### src/rtl/alu32_pkg.sv
// Shared ALU select-code encodings and the select legality check used by the
// issue scheduler (and by anything else that decodes ALU select codes).
package alu32_pkg;

    // sel[5:3]: shift/rotate stage applied to the function result
    typedef enum logic [2:0] {
        SH_NONE = 3'b000,
        SH_L    = 3'b010,
        SH_R    = 3'b011,
        ROT_L   = 3'b100,
        ROT_R   = 3'b101,
        SH_RA   = 3'b111
    } shf_e;

    localparam int SEL_LOGIC_BIT = 2;

    // sel[1:0] with sel[2] = 0
    localparam logic [1:0] FN_ADD = 2'b00;
    localparam logic [1:0] FN_SUB = 2'b01;
    localparam logic [1:0] FN_INC = 2'b10;
    localparam logic [1:0] FN_DEC = 2'b11;
    // sel[1:0] with sel[2] = 1
    localparam logic [1:0] FN_AND = 2'b00;
    localparam logic [1:0] FN_OR  = 2'b01;
    localparam logic [1:0] FN_XOR = 2'b10;
    localparam logic [1:0] FN_NOT = 2'b11;

    function automatic logic sel_legal(input logic [5:0] sel);
        case (sel[5:3])
            SH_NONE, SH_L, SH_R, ROT_L, ROT_R, SH_RA: return 1'b1;
            default:                                  return 1'b0;
        endcase
    endfunction

endpackage

### src/rtl/alu32_sched_if.sv
// Request and tagged-response channels between the front ends and the
// ALU issue scheduler.
interface alu32_sched_if #(
    parameter int W = 32
);
    logic [1:0]   req_valid;
    logic [1:0]   req_ready;
    logic [5:0]   req_sel0;
    logic [5:0]   req_sel1;
    logic         req_cin0;
    logic         req_cin1;
    logic [W-1:0] req_a0;
    logic [W-1:0] req_b0;
    logic [W-1:0] req_a1;
    logic [W-1:0] req_b1;
    logic         rsp_valid;
    logic         rsp_ready;
    logic         rsp_id;
    logic [W-1:0] rsp_y;
    logic         rsp_err;

    modport master (
        output req_valid, req_sel0, req_sel1, req_cin0, req_cin1,
               req_a0, req_b0, req_a1, req_b1, rsp_ready,
        input  req_ready, rsp_valid, rsp_id, rsp_y, rsp_err
    );

    modport slave (
        input  req_valid, req_sel0, req_sel1, req_cin0, req_cin1,
               req_a0, req_b0, req_a1, req_b1, rsp_ready,
        output req_ready, rsp_valid, rsp_id, rsp_y, rsp_err
    );
endinterface

### src/rtl/alu32_sched_rr_arb2.sv
// Two-way round-robin arbiter: a lone requester always wins, prio breaks ties.
module rr_arb2 (
    input  logic [1:0] valid_i,
    input  logic       free_i,
    input  logic       prio_i,
    output logic [1:0] gnt_o,
    output logic       upd_o
);
    always_comb begin
        gnt_o = 2'b00;
        if (free_i) begin
            case (valid_i)
                2'b01:   gnt_o = 2'b01;
                2'b10:   gnt_o = 2'b10;
                2'b11:   gnt_o = prio_i ? 2'b10 : 2'b01;
                default: gnt_o = 2'b00;
            endcase
        end
    end

    assign upd_o = |gnt_o;
endmodule

### src/rtl/alu32_sched.sv
// Issue scheduler for the shared ALU: round-robin over two requesters, an
// issue stage that drives the ALU, and a write-back stage on a tagged channel.
module alu32_sched
    import alu32_pkg::*;
#(
    parameter int W  = 32,
    parameter int CW = 16
) (
    input  logic          clk,
    input  logic          rst_n,
    alu32_sched_if.slave  bus,
    output logic [5:0]    alu_sel,
    output logic          alu_cin,
    output logic [W-1:0]  alu_a,
    output logic [W-1:0]  alu_b,
    input  logic [W-1:0]  alu_y,
    output logic [CW-1:0] gnt_cnt0,
    output logic [CW-1:0] gnt_cnt1
);
    logic          is_valid_q, is_valid_d;
    logic          is_id_q, is_id_d;
    logic          is_err_q, is_err_d;
    logic [5:0]    is_sel_q, is_sel_d;
    logic          is_cin_q, is_cin_d;
    logic [W-1:0]  is_a_q, is_a_d;
    logic [W-1:0]  is_b_q, is_b_d;
    logic          wb_valid_q, wb_valid_d;
    logic          wb_id_q, wb_id_d;
    logic          wb_err_q, wb_err_d;
    logic [W-1:0]  wb_y_q, wb_y_d;
    logic          prio_q, prio_d;
    logic [CW-1:0] cnt0_q, cnt0_d;
    logic [CW-1:0] cnt1_q, cnt1_d;

    logic          wb_free, is_adv, is_free;
    logic [1:0]    gnt;
    logic          upd, gnt_id;
    logic [5:0]    acc_sel;
    logic          acc_cin, acc_legal;
    logic [W-1:0]  acc_a, acc_b;

    assign wb_free = !wb_valid_q || bus.rsp_ready;
    assign is_adv  = is_valid_q && wb_free;
    // rst_n gating keeps req_ready low for the whole reset window
    assign is_free = (!is_valid_q || is_adv) && rst_n;

    rr_arb2 u_arb (
        .valid_i (bus.req_valid),
        .free_i  (is_free),
        .prio_i  (prio_q),
        .gnt_o   (gnt),
        .upd_o   (upd)
    );

    assign gnt_id    = gnt[1];
    assign acc_sel   = gnt_id ? bus.req_sel1 : bus.req_sel0;
    assign acc_cin   = gnt_id ? bus.req_cin1 : bus.req_cin0;
    assign acc_a     = gnt_id ? bus.req_a1   : bus.req_a0;
    assign acc_b     = gnt_id ? bus.req_b1   : bus.req_b0;
    assign acc_legal = sel_legal(acc_sel);

    always_comb begin
        is_valid_d = is_valid_q;
        is_id_d    = is_id_q;
        is_err_d   = is_err_q;
        is_sel_d   = is_sel_q;
        is_cin_d   = is_cin_q;
        is_a_d     = is_a_q;
        is_b_d     = is_b_q;
        wb_valid_d = wb_valid_q;
        wb_id_d    = wb_id_q;
        wb_err_d   = wb_err_q;
        wb_y_d     = wb_y_q;
        prio_d     = prio_q;
        cnt0_d     = cnt0_q;
        cnt1_d     = cnt1_q;

        if (upd) begin
            // A flagged op is parked as all-zero so the ALU never sees an illegal code
            is_valid_d = 1'b1;
            is_id_d    = gnt_id;
            is_err_d   = !acc_legal;
            is_sel_d   = acc_legal ? acc_sel : '0;
            is_cin_d   = acc_legal ? acc_cin : 1'b0;
            is_a_d     = acc_legal ? acc_a   : '0;
            is_b_d     = acc_legal ? acc_b   : '0;
            prio_d     = !gnt_id;
            if (gnt_id) cnt1_d = cnt1_q + CW'(1);
            else        cnt0_d = cnt0_q + CW'(1);
        end else if (is_adv) begin
            is_valid_d = 1'b0;
        end

        if (is_adv) begin
            wb_valid_d = 1'b1;
            wb_id_d    = is_id_q;
            wb_err_d   = is_err_q;
            wb_y_d     = is_err_q ? '0 : alu_y;
        end else if (wb_free) begin
            wb_valid_d = 1'b0;
        end
    end

    always_ff @(posedge clk or negedge rst_n) begin
        if (!rst_n) begin
            is_valid_q <= 1'b0;
            is_id_q    <= 1'b0;
            is_err_q   <= 1'b0;
            is_sel_q   <= '0;
            is_cin_q   <= 1'b0;
            is_a_q     <= '0;
            is_b_q     <= '0;
            wb_valid_q <= 1'b0;
            wb_id_q    <= 1'b0;
            wb_err_q   <= 1'b0;
            wb_y_q     <= '0;
            prio_q     <= 1'b0;
            cnt0_q     <= '0;
            cnt1_q     <= '0;
        end else begin
            is_valid_q <= is_valid_d;
            is_id_q    <= is_id_d;
            is_err_q   <= is_err_d;
            is_sel_q   <= is_sel_d;
            is_cin_q   <= is_cin_d;
            is_a_q     <= is_a_d;
            is_b_q     <= is_b_d;
            wb_valid_q <= wb_valid_d;
            wb_id_q    <= wb_id_d;
            wb_err_q   <= wb_err_d;
            wb_y_q     <= wb_y_d;
            prio_q     <= prio_d;
            cnt0_q     <= cnt0_d;
            cnt1_q     <= cnt1_d;
        end
    end

    assign bus.req_ready = gnt;
    assign alu_sel       = is_sel_q;
    assign alu_cin       = is_cin_q;
    assign alu_a         = is_a_q;
    assign alu_b         = is_b_q;
    assign bus.rsp_valid = wb_valid_q;
    assign bus.rsp_id    = wb_id_q;
    assign bus.rsp_err   = wb_err_q;
    assign bus.rsp_y     = wb_y_q;
    assign gnt_cnt0      = cnt0_q;
    assign gnt_cnt1      = cnt1_q;
endmodule

### src/flat_wrapper.sv
// flat-port wrapper written by rule: the top's interface ports become plain ports
module alu32_sched_flat import alu32_pkg::*;
#(
    parameter int W  = 32,
    parameter int CW = 16
)
  (clk, rst_n, alu_sel, alu_cin, alu_a, alu_b, alu_y, gnt_cnt0, gnt_cnt1, bus_req_valid, bus_req_sel0, bus_req_sel1, bus_req_cin0, bus_req_cin1, bus_req_a0, bus_req_b0, bus_req_a1, bus_req_b1, bus_rsp_ready, bus_req_ready, bus_rsp_valid, bus_rsp_id, bus_rsp_y, bus_rsp_err);
  alu32_sched_if #(.W(W)) bus_i ();
  input  logic clk;
  input  logic rst_n;
  output logic [5:0] alu_sel;
  output logic alu_cin;
  output logic [W-1:0] alu_a;
  output logic [W-1:0] alu_b;
  input  logic [W-1:0] alu_y;
  output logic [CW-1:0] gnt_cnt0;
  output logic [CW-1:0] gnt_cnt1;
  input wire logic [$bits(bus_i.req_valid)-1:0] bus_req_valid;
  input wire logic [$bits(bus_i.req_sel0)-1:0] bus_req_sel0;
  input wire logic [$bits(bus_i.req_sel1)-1:0] bus_req_sel1;
  input wire logic [$bits(bus_i.req_cin0)-1:0] bus_req_cin0;
  input wire logic [$bits(bus_i.req_cin1)-1:0] bus_req_cin1;
  input wire logic [$bits(bus_i.req_a0)-1:0] bus_req_a0;
  input wire logic [$bits(bus_i.req_b0)-1:0] bus_req_b0;
  input wire logic [$bits(bus_i.req_a1)-1:0] bus_req_a1;
  input wire logic [$bits(bus_i.req_b1)-1:0] bus_req_b1;
  input wire logic [$bits(bus_i.rsp_ready)-1:0] bus_rsp_ready;
  output wire logic [$bits(bus_i.req_ready)-1:0] bus_req_ready;
  output wire logic [$bits(bus_i.rsp_valid)-1:0] bus_rsp_valid;
  output wire logic [$bits(bus_i.rsp_id)-1:0] bus_rsp_id;
  output wire logic [$bits(bus_i.rsp_y)-1:0] bus_rsp_y;
  output wire logic [$bits(bus_i.rsp_err)-1:0] bus_rsp_err;
  assign bus_i.req_valid = bus_req_valid;
  assign bus_i.req_sel0 = bus_req_sel0;
  assign bus_i.req_sel1 = bus_req_sel1;
  assign bus_i.req_cin0 = bus_req_cin0;
  assign bus_i.req_cin1 = bus_req_cin1;
  assign bus_i.req_a0 = bus_req_a0;
  assign bus_i.req_b0 = bus_req_b0;
  assign bus_i.req_a1 = bus_req_a1;
  assign bus_i.req_b1 = bus_req_b1;
  assign bus_i.rsp_ready = bus_rsp_ready;
  assign bus_req_ready = bus_i.req_ready;
  assign bus_rsp_valid = bus_i.rsp_valid;
  assign bus_rsp_id = bus_i.rsp_id;
  assign bus_rsp_y = bus_i.rsp_y;
  assign bus_rsp_err = bus_i.rsp_err;
  alu32_sched #(.W(W), .CW(CW)) u_core (.clk(clk), .rst_n(rst_n), .bus(bus_i), .alu_sel(alu_sel), .alu_cin(alu_cin), .alu_a(alu_a), .alu_b(alu_b), .alu_y(alu_y), .gnt_cnt0(gnt_cnt0), .gnt_cnt1(gnt_cnt1));
endmodule
### config.mk
export PLATFORM = sky130hd
export DESIGN_NAME = alu32_sched_flat
export DESIGN_NICKNAME = d
export VERILOG_FILES = /design/src/rtl/alu32_pkg.sv /design/src/rtl/alu32_sched_if.sv /design/src/rtl/alu32_sched_rr_arb2.sv /design/src/rtl/alu32_sched.sv /design/src/flat_wrapper.sv
export SDC_FILE = /design/constraint.sdc
export NUM_CORES = 1
export LEC_CHECK = 0
export BUFFER_PORTS_ARGS = -buffer_cell sky130_fd_sc_hd__buf_2
export CELL_PAD_IN_SITES_DETAIL_PLACEMENT = 1
export CELL_PAD_IN_SITES_GLOBAL_PLACEMENT = 1
export CORE_MARGIN = 4
export CORE_UTILIZATION = 36
export DETAILED_ROUTE_END_ITERATION = 8
export GPL_TIMING_DRIVEN = 1
export PLACE_DENSITY_LB_ADDON = 0.12
export SKIP_LAST_GASP = 1
export SLEW_MARGIN = 20
export SYNTH_ARGS = -nofsm -noshare
export SYNTH_HDL_FRONTEND = slang
export SYNTH_SLANG_ARGS = --single-unit
### constraint.sdc
create_clock -name clk -period 2.6 [get_ports clk]
set_input_delay 0.52 -clock clk [delete_from_list [all_inputs] [get_ports clk]]
set_output_delay 0.52 -clock clk [all_outputs]
set_load 0.01 [all_outputs]
==> impl_metrics.tcl, run 1 <==
set metrics [dict create \
    grt_max_degree 72 \
    grt_pass1_wl_um 34300 \
    synthArstFlopShare 1.00 \
    yosysTopAreaCell "dfrtp_1" \
    hpwlAfterDp_um 16100 \
    reg2reg_from "u_core.is_valid_q$_DFFE_PN0P_" \
    hold-path-endpoint "u_core.alu_a[15]$_DFFE_PN0P_" \
    grt_pass1_vias 6219 \
    yosys_warnings 0 \
    drt_iter0_markers 206 \
    max_freq_ghz 0.433 \
    yosysUniqueCellTypes 37 \
    startpoint "rst_n" \
    crit_chain "dlygate4sd3_1, buf_6, nand4_2, inv_1, buf_2" \
    gp_congestion 0.770 \
    rr_worst_depth 5 \
    synth_nets 724 \
    overflow 0 \
    r2r_slack_ns 0.67 \
    wl_per_cell_um 19.6 \
    detail-route-antenna-nets 0 \
    cts_buffers 17 \
    drv_cap 0 \
    fin_util 0.516 \
    clock-root-buffer "clkbuf_16" \
    p_per_area_nw_per_um2 843 \
    max_stage_delay_ns 0.58 \
    fin_setup_tns_ns 0 \
    cp.required_ns 2.08 \
    vdd_drop_max_mv 0.501 \
    arrival_ns 1.79 \
    yosysMostFrequentCell "dfrtp_1" \
    finalSetupViolCount 0 \
    outcome "completed" \
    clockBufferDepth 2 \
    synth-seq-area-share 0.571 \
    fin_skew_ns 0.00526 \
    netlist_area_um2 6220 \
    wl_um 21400 \
    fin_nets 1039 \
    cts.clk_slew.worst_paths_ns 0.06 \
    htreeDepth 4 \
    critPathLaunchType "primary input" \
    hold_viol_final 0 \
    port_buffers 318 \
    route.met2.wl_um 11000 \
    die_w_um 139 \
    cp_slowest_cell "dlygate4sd3_1" \
    rsz0062_at_grt "no" \
    fillCellCount 1957 \
    path_class "primary input to output pin" \
    synth_area_per_cell_um2 11.5 \
    period_needed_ns 2.31 \
    min_delay_path_depth 2 \
    firstDrtPassIters 4 \
    slew_violations 0 \
    period_share 0.888 \
    synthCells 543 \
    routed.top_layer "met5" \
    clock-sinks 142 \
    cts_resized 0 \
    die-area_um2 19400 \
    ys_ff_latch 142 \
    route.detailed.drc 0 \
    vias 5638 \
    end_kind "output pin" \
    met3RoutedLength_um 1620 \
    worst_pin_slew_ns 0.874 \
    synth.area.top_cells "dfrtp_1, a221o_1, and2_0" \
    cp_max_fo 8 \
    vias_per_cell 5.16 \
    rr_endpoint "u_core.alu_b[23]$_DFFE_PN0P_" \
    grtUsageTotal 0.222 \
    leakage_nw 4.52 \
    met1_length_um 8210 \
    grt_antenna_before_repair 6 \
    hp-start "bus_req_a1[15]" \
    cts_tree "built" \
    synthTopCellsByCount "dfrtp_1, a221o_1, nand2_1" \
    row_count 47 \
    hp-class "primary input to register" \
    die_height_um 139 \
    slew_headroom 0.417 \
    io_pins 319 \
    synthFlopType "dfrtp_1" \
    areaGrowthSynthToFinish_pct 39.1 \
    insertion_delay_ns 0.41 \
    start_util 0.371 \
    synth_top_area_share 0.571 \
    drive_gt1_frac 0.419 \
    synth_edf_count 0 \
    core-area_um2 16800 \
]
==> cells in the final DEF, fill, tap and decap left out, drive strengths merged, types with 8 or more instances in the layout <==
master	synthesis	routed
nand2b	39	39
buf	16	328
xor2	12	12
nor3	8	8
a221o	68	68
dfrtp	142	142
and4	8	8
nor2	10	10
nand4	10	10
xnor2	18	18
o21ai	32	32
nand2	51	51
and2	68	68
nand3	12	12
clkbuf	17	21
==> worst max-delay path: cells and delay by family <==
family                 cells  cell delay (ns)
buffers and inverters      4             1.05
and+or+nand+nor            1             0.21
==> repair_timing <==
item                                    in CTS  in global routing
buffers inserted                             0                  0
endpoints found under the setup margin       0                  0
hold endpoints to repair                     1                  0
hold buffers                                 1                  0
==> cells by family (layout without fill, tap and decap cells) <==
family / after synthesis / in the layout / synth area share
other: 0 / 5 / 0
buffers and inverters: 38 / 363 / 0.0272
flip-flops: 142 / 142 / 0.571
AO/OA/AOI/OAI: 110 / 110 / 0.149
AND/OR/NAND/NOR: 218 / 218 / 0.201
adder cells (fa/ha/maj): 2 / 2 / 0.00402
multiplexers: 3 / 3 / 0.00523
XOR/XNOR: 30 / 30 / 0.0423
==> stage by stage <==
| step | cells | hold slack (ns) | power, W | cell area, um^2 | setup WS, ns |
|---|---|---|---|---|---|
| 6_report | 1093 | 0.336 | 0.00729 | 8650 | 0.291 |
| 5_1_grt | 1092 | 0.324 | 0.00772 | 8640 | 0.239 |
| 4_1_cts | 1088 | 0.317 | 0.00738 | 8630 | 0.268 |
| 3_3_place_gp | 1058 | 0.320 | 0.00481 | 8040 | 0.534 |
| 2_1_floorplan | 543 | 0.224 | 0.00392 | 6220 | 0.871 |
| 3_5_place_dp | 1058 | 0.322 | 0.00489 | 8040 | 0.438 |
==> power breakdown <==
group | internal, W | switching [W] | leakage (nW)
combinational | 0.000835 | 0.000967 | 2.42
sequential | 0.00268 | 0.000352 | 1.81
clock | 0.00156 | 0.000895 | 0.294
total | 0.00508 | 0.00221 | 4.52
==> cell type report <==
| type | instances | area, um^2 | share of cell area |
|---|---|---|---|
| multi-input cells | 363 | 2510 | 0.290 |
| repair buffers | 329 | 1700 | 0.196 |
| inverters | 5 | 18.8 | 0.00217 |
| clock inverters | 8 | 115 | 0.0133 |
| clock buffers | 21 | 470 | 0.0544 |
| diodes | 5 | 12.5 | 0.00145 |
| well taps | 220 | 275 | 0.0318 |
| flip-flops and latches | 142 | 3550 | 0.411 |
==> flip-flops by register name (all words and copies together) (netlist names) <==
register	flops
u_core.bus.rsp_valid	1
u_core.gnt_cnt0	16
u_core.gnt_cnt1	16
u_core.alu_a	32
u_core.prio_q	1
u_core.alu_b	32
u_core.bus.rsp_y	32
u_core.bus.rsp_id	1
u_core.is_valid_q	1
u_core.bus.rsp_err	1
u_core.alu_sel	6
u_core.is_err_q	1
u_core.alu_cin	1
u_core.is_id_q	1
==> worst max path at each step <==
stage / end / slack [ns] / cells after the start
6_report: bus_req_ready[0] / 0.29 / 5
3_5_place_dp: u_core.alu_a[14]$_DFFE_PN0P_ / 0.44 / 6
5_1_grt: bus_req_ready[0] / 0.24 / 5
2_1_floorplan: u_core.alu_b[11]$_DFFE_PN0P_ / 0.87 / 6
4_1_cts: bus_req_ready[0] / 0.27 / 5
3_3_place_gp: u_core.alu_b[12]$_DFFE_PN0P_ / 0.53 / 6
==> routing by layer <==
metal | global-route usage | vias to the layer above
li1 | - | 2586
met1 | 0.257 | 2776
met2 | 0.382 | 236
met3 | 0.0703 | 36
met4 | 0.0886 | 4
met5 | 0 | -
Power figures use the tool's default switching activity.
==> run 2, diff against run 1 <==
BUFFER_PORTS_ARGS = default   (was -buffer_cell sky130_fd_sc_hd__buf_2)
CORE_AREA = 4 4 120 122   (was default)
CORE_MARGIN = default   (was 4)
CORE_UTILIZATION = default   (was 36)
DIE_AREA = 0 0 124 126   (was default)
DONT_BUFFER_PORTS = 1   (was default)
==> impl_metrics.tcl, run 2 (synthesis gave the netlist of run 1 again) <==
set metrics [dict create \
    fin_setup_tns_ns 0 \
    row_count 42 \
    outcome "finished with violations" \
    vias_per_cell 5.99 \
    cts_setup_buffers 0 \
    crit_chain "nand3b_4, nand4_2, inv_1" \
    areaGrowthSynthToFinish_pct 11.9 \
    worst_pin_slew_ns 0.813 \
    grt_max_degree 149 \
    die-area_um2 15600 \
    io_pins 319 \
    end_kind "output pin" \
    finalInstanceArea_um2 6960 \
    die_w_um 124 \
    clockBufferDepth 2 \
    arrival_ns 1.72 \
    grt_pass1_wl_um 27500 \
    design_power_total_w 0.00666 \
    max_stage_delay_ns 0.47 \
    detail-route-antenna-nets 0 \
    r2r_slack_ns 0.62 \
    wl_um 18100 \
    fin_nets 714 \
    htreeDepth 4 \
    holdWs_ns -0.205 \
    rsz0062_at_grt "no" \
    rr_worst_depth 5 \
    final_cell_mix "dfrtp_1, a221o_1, nand2_1" \
    path_class "register to output pin" \
    hp-class "primary input to asynchronous set/reset pin" \
    period_share 0.862 \
    rr_endpoint "u_core.alu_a[31]$_DFFE_PN0P_" \
    finalSetupViolCount 0 \
    mostFrequentLayoutCell "dfrtp_1" \
    hold_viol_final 142 \
    critPathLaunchType "register" \
    grt_antenna_before_repair 0 \
    gp_congestion 0.779 \
    cts_resized 0 \
    cts_tree "built" \
    failed_checks "hold timing" \
    cts.clk_slew.worst_paths_ns 0.06 \
    leakage_nw 3.12 \
    insertedDiodeCount 0 \
    fin_skew_ns 0.00466 \
    route.detailed.drc 0 \
    overflow 0 \
    core-area_um2 13200 \
    wl_per_cell_um 25.0 \
    port_buffers 0 \
    die_height_um 126 \
    drt_iter0_markers 207 \
    insertion_delay_ns 0.42 \
    clock-root-buffer "clkbuf_16" \
    reg2reg_from "u_core.bus.rsp_valid$_DFFE_PN0P_" \
    cp.required_ns 2.08 \
    p_per_area_nw_per_um2 957 \
    crit_family "flip-flops" \
    vias 4327 \
    period_needed_ns 2.24 \
    drive_gt1_frac 0.0806 \
    cp_slowest_cell "dfrtp_1" \
    start_util 0.471 \
    drv_cap 0 \
    critPathBufInv 1 \
    cp_max_fo 14 \
    hpwlAfterDp_um 12900 \
    slew_violations 0 \
    grt_pass1_vias 4715 \
    vdd_drop_max_mv 0.455 \
    slew_headroom 0.458 \
    clock-sinks 142 \
    place_area_um2 6350 \
    max_freq_ghz 0.446 \
    firstDrtPassIters 4 \
    cts_buffers 17 \
    grtUsageTotal 0.232 \
]
-- run 2: cell types whose count changed in the layout (fill, tap and decap cells not counted), sizes merged --
| cell | delta |
|---|---|
| diode | -5 |
| dlygate4sd3 | -1 |
| buf | -324 |
| clkbuf | +1 |
| clkinv | -1 |
| bufinv | -1 |
| clkinvlp | +4 |
-- run 2: final cells by class --
class / instances / area (um^2)
Clock inverter: 10 / 110
Fill cell: 1392 / 6230
Sequential cell: 142 / 3550
Tap cell: 176 / 220
Multi-Input combinational cell: 363 / 2510
Inverter: 5 / 18.8
Timing Repair Buffer: 4 / 55.1
Clock buffer: 22 / 494
-- run 2: layer usage --
metal | global-route usage | share of wire | vias up
met2 | 0.404 | 0.53 | 191
met1 | 0.249 | 0.35 | 2177
met3 | 0.0987 | 0.097 | 30
li1 | - | - | 1929
met4 | 0.0851 | 0.023 | 0
met5 | 0 | 0 | -
-- run 2: per-stage QoR --
stage | hold WS, ns | util | setup WS (ns) | instances
floorplan | 0.224 | - | 0.871 | 543
global placement | 0.228 | 0.482 | 0.636 | 690
detailed placement | 0.228 | 0.482 | 0.591 | 690
CTS | -0.229 | 0.528 | 0.321 | 722
global route | -0.234 | 0.528 | 0.253 | 722
finish | -0.205 | 0.528 | 0.358 | 722
-- run 2: how the worst max path moves through the flow --
stage | slack, ns | start | endpoint | cells past startpoint
floorplan | 0.87 | bus_rsp_ready | u_core.alu_b[11]$_DFFE_PN0P_ | 6
global placement | 0.64 | bus_req_sel0[3] | u_core.alu_b[12]$_DFFE_PN0P_ | 5
detailed placement | 0.59 | bus_req_sel0[3] | u_core.alu_a[31]$_DFFE_PN0P_ | 5
CTS | 0.32 | u_core.bus.rsp_valid$_DFFE_PN0P_ | bus_req_ready[0] | 3
global route | 0.25 | u_core.bus.rsp_valid$_DFFE_PN0P_ | bus_req_ready[0] | 3
finish | 0.36 | u_core.bus.rsp_valid$_DFFE_PN0P_ | bus_req_ready[0] | 3
-- run 2: worst register-to-register path, stage by stage (launching register included) --
cell	delay [ns]
dfrtp_1	0.47
nand3b_4	0.17
nand4_2	0.21
nor2_4	0.14
buf_4	0.57
a221o_1	0.35
-- run 2: power by group --
part	switching (W)	total [W]	internal, W	leakage (nW)
registers	0.000704	0.00338	0.00268	1.81
logic	0.000398	0.000830	0.000432	1.03
clock network	0.000913	0.00244	0.00153	0.290
total	0.00202	0.00666	0.00464	3.12
==> run 3, diff against run 2 <==
ABC_AREA = 1   (was default)
CORE_AREA = default   (was 4 4 120 122)
CORE_MARGIN = 4   (was default)
CORE_UTILIZATION = 49   (was default)
DIE_AREA = default   (was 0 0 124 126)
==> impl_metrics.tcl, run 3 <==
set metrics [dict create \
    outcome "finished with violations" \
    failed_checks "hold timing" \
    route.detailed.drc 0 \
    path_class "register to output pin" \
    synth_nets 1022 \
    critPathLaunchType "register" \
    firstDrtPassIters 4 \
    insertion_delay_ns 0.43 \
    hpwlAfterDp_um 15600 \
    overflow 0 \
    synth.area.top_cells "dfrtp_1, nand2_2, nor2_1" \
    row_count 44 \
    start_util 0.498 \
    hp-class "primary input to asynchronous set/reset pin" \
    synth_area_per_cell_um2 8.57 \
    end_kind "output pin" \
    die_w_um 129 \
    worst_pin_slew_ns 0.693 \
    yosysTopAreaCell "dfrtp_1" \
    crit_chain "nand3_2, nand2_2, nor2_4, buf_4" \
    cts_setup_buffers 0 \
    gp_congestion 0.840 \
    io_pins 319 \
    synthFlopType "dfrtp_1" \
    final_cell_mix "nor2_1, nand2_2, dfrtp_1" \
    port_buffers 0 \
    htreeDepth 4 \
    clock-root-buffer "clkbuf_16" \
    cp.required_ns 2.08 \
    synthTopCellsByCount "nor2_1, nand2_2, dfrtp_1" \
    die_height_um 129 \
    finalSetupViolCount 0 \
    rsz0062_at_grt "no" \
    cts_tree "built" \
    yosysUniqueCellTypes 27 \
    arrival_ns 1.77 \
    grt_pass1_wl_um 32500 \
    slew_headroom 0.538 \
    leakage_nw 3.71 \
    max_stage_delay_ns 0.45 \
    fin_skew_ns 0.0139 \
    period_share 0.881 \
    fillCellCount 1715 \
    yosys_warnings 0 \
    fin_nets 1007 \
    cp_max_fo 18 \
    p_per_area_nw_per_um2 1020 \
    fin_setup_tns_ns 0 \
    ys_ff_latch 142 \
    grt_antenna_before_repair 0 \
    grt_max_degree 147 \
    yosysMostFrequentCell "nor2_1" \
    mostFrequentLayoutCell "nor2_1" \
    max_freq_ghz 0.437 \
    synthCells 841 \
    cts_buffers 17 \
    core-area_um2 14500 \
    vias 5676 \
    cts.clk_slew.worst_paths_ns 0.06 \
    synth_top_area_share 0.493 \
    areaGrowthSynthToFinish_pct 7.97 \
    finalInstanceArea_um2 7780 \
    drive_gt1_frac 0.241 \
    grtUsageTotal 0.251 \
    fin_util 0.537 \
    clock-sinks 142 \
    wl_per_cell_um 20.7 \
    vdd_drop_max_mv 0.450 \
    synthArstFlopShare 1.00 \
    die-area_um2 16700 \
    grt_pass1_vias 6060 \
    holdWs_ns -0.210 \
    synth-seq-area-share 0.493 \
    synth_edf_count 0 \
    drv_cap 0 \
    vias_per_cell 5.55 \
    slew_violations 0 \
    detail-route-antenna-nets 0 \
    hold_viol_final 142 \
    clockBufferDepth 2 \
    netlist_area_um2 7200 \
    place_area_um2 7220 \
    drt_iter0_markers 273 \
    cp_slowest_cell "dfrtp_1" \
    period_needed_ns 2.29 \
    wl_um 21200 \
    cts_resized 0 \
]
-- run 3: cells by family after synthesis --
family	share of synthesized area
AO/OA/AOI/OAI	0.0997
XOR/XNOR	0.0243
adder cells (fa/ha/maj)	0.00347
buffers and inverters	0.0615
flip-flops	0.493
AND/OR/NAND/NOR	0.318
-- run 3: per-stage QoR --
step | instances | setup WS (ns) | power, W
floorplan | 841 | 0.901 | 0.00511
global placement | 991 | 0.401 | 0.00550
detailed placement | 991 | 0.250 | 0.00564
CTS | 1022 | 0.269 | 0.00798
global route | 1022 | 0.165 | 0.00837
finish | 1023 | 0.309 | 0.00790
-- run 3: cell type report --
type	instances	area [um^2]	share of cell area
Inverter	31	116	0.0150
Sequential cell	142	3550	0.457
Multi-Input combinational cell	622	3220	0.413
Clock inverter	13	119	0.0153
Timing Repair Buffer	12	103	0.0132
Antenna cell	1	2.50	0.000322
Tap cell	184	230	0.0296
Clock buffer	18	439	0.0565
-- run 3: report_power, final --
part	internal, W	total (W)	switching (W)
combinational	0.000649	0.00162	0.000967
sequential	0.00292	0.00398	0.00106
clock	0.00133	0.00230	0.000971
total	0.00490	0.00790	0.00300
-- run 3: worst paths after layout --
kind / slack [ns] / from / endpoint / cells past startpoint
worst min register to register: 0.56 / u_core.is_err_q$_DFFE_PN0P_ / u_core.is_err_q$_DFFE_PN0P_ / 2
min in group clk: 0.22 / alu_y[12] / u_core.bus.rsp_y[12]$_DFFE_PN0P_ / 1
worst max-delay path: 0.31 / u_core.bus.rsp_valid$_DFFE_PN0P_ / bus_req_ready[1] / 4
worst max register to register: 0.35 / u_core.bus.rsp_valid$_DFFE_PN0P_ / u_core.alu_a[6]$_DFFE_PN0P_ / 10
worst min-delay path: -0.21 / rst_n / u_core.alu_b[9]$_DFFE_PN0P_ / 0
max in group asynchronous: 2.61 / rst_n / u_core.bus.rsp_y[11]$_DFFE_PN0P_ / 0
-- run 3: layer usage --
layer	wire, um	global-route usage	up-vias
li1	-	-	2652
met1	7860	0.285	2769
met2	10900	0.437	225
met3	2030	0.0899	30
met4	416	0.0871	0
met5	0	0	-
-- run 3: critical path, delay by kind of cell (launching register included) --
family | cells | cell delay (ns)
buffers and inverters | 1 | 0.31
and+or+nand+nor | 3 | 0.57
DFF | 1 | 0.45
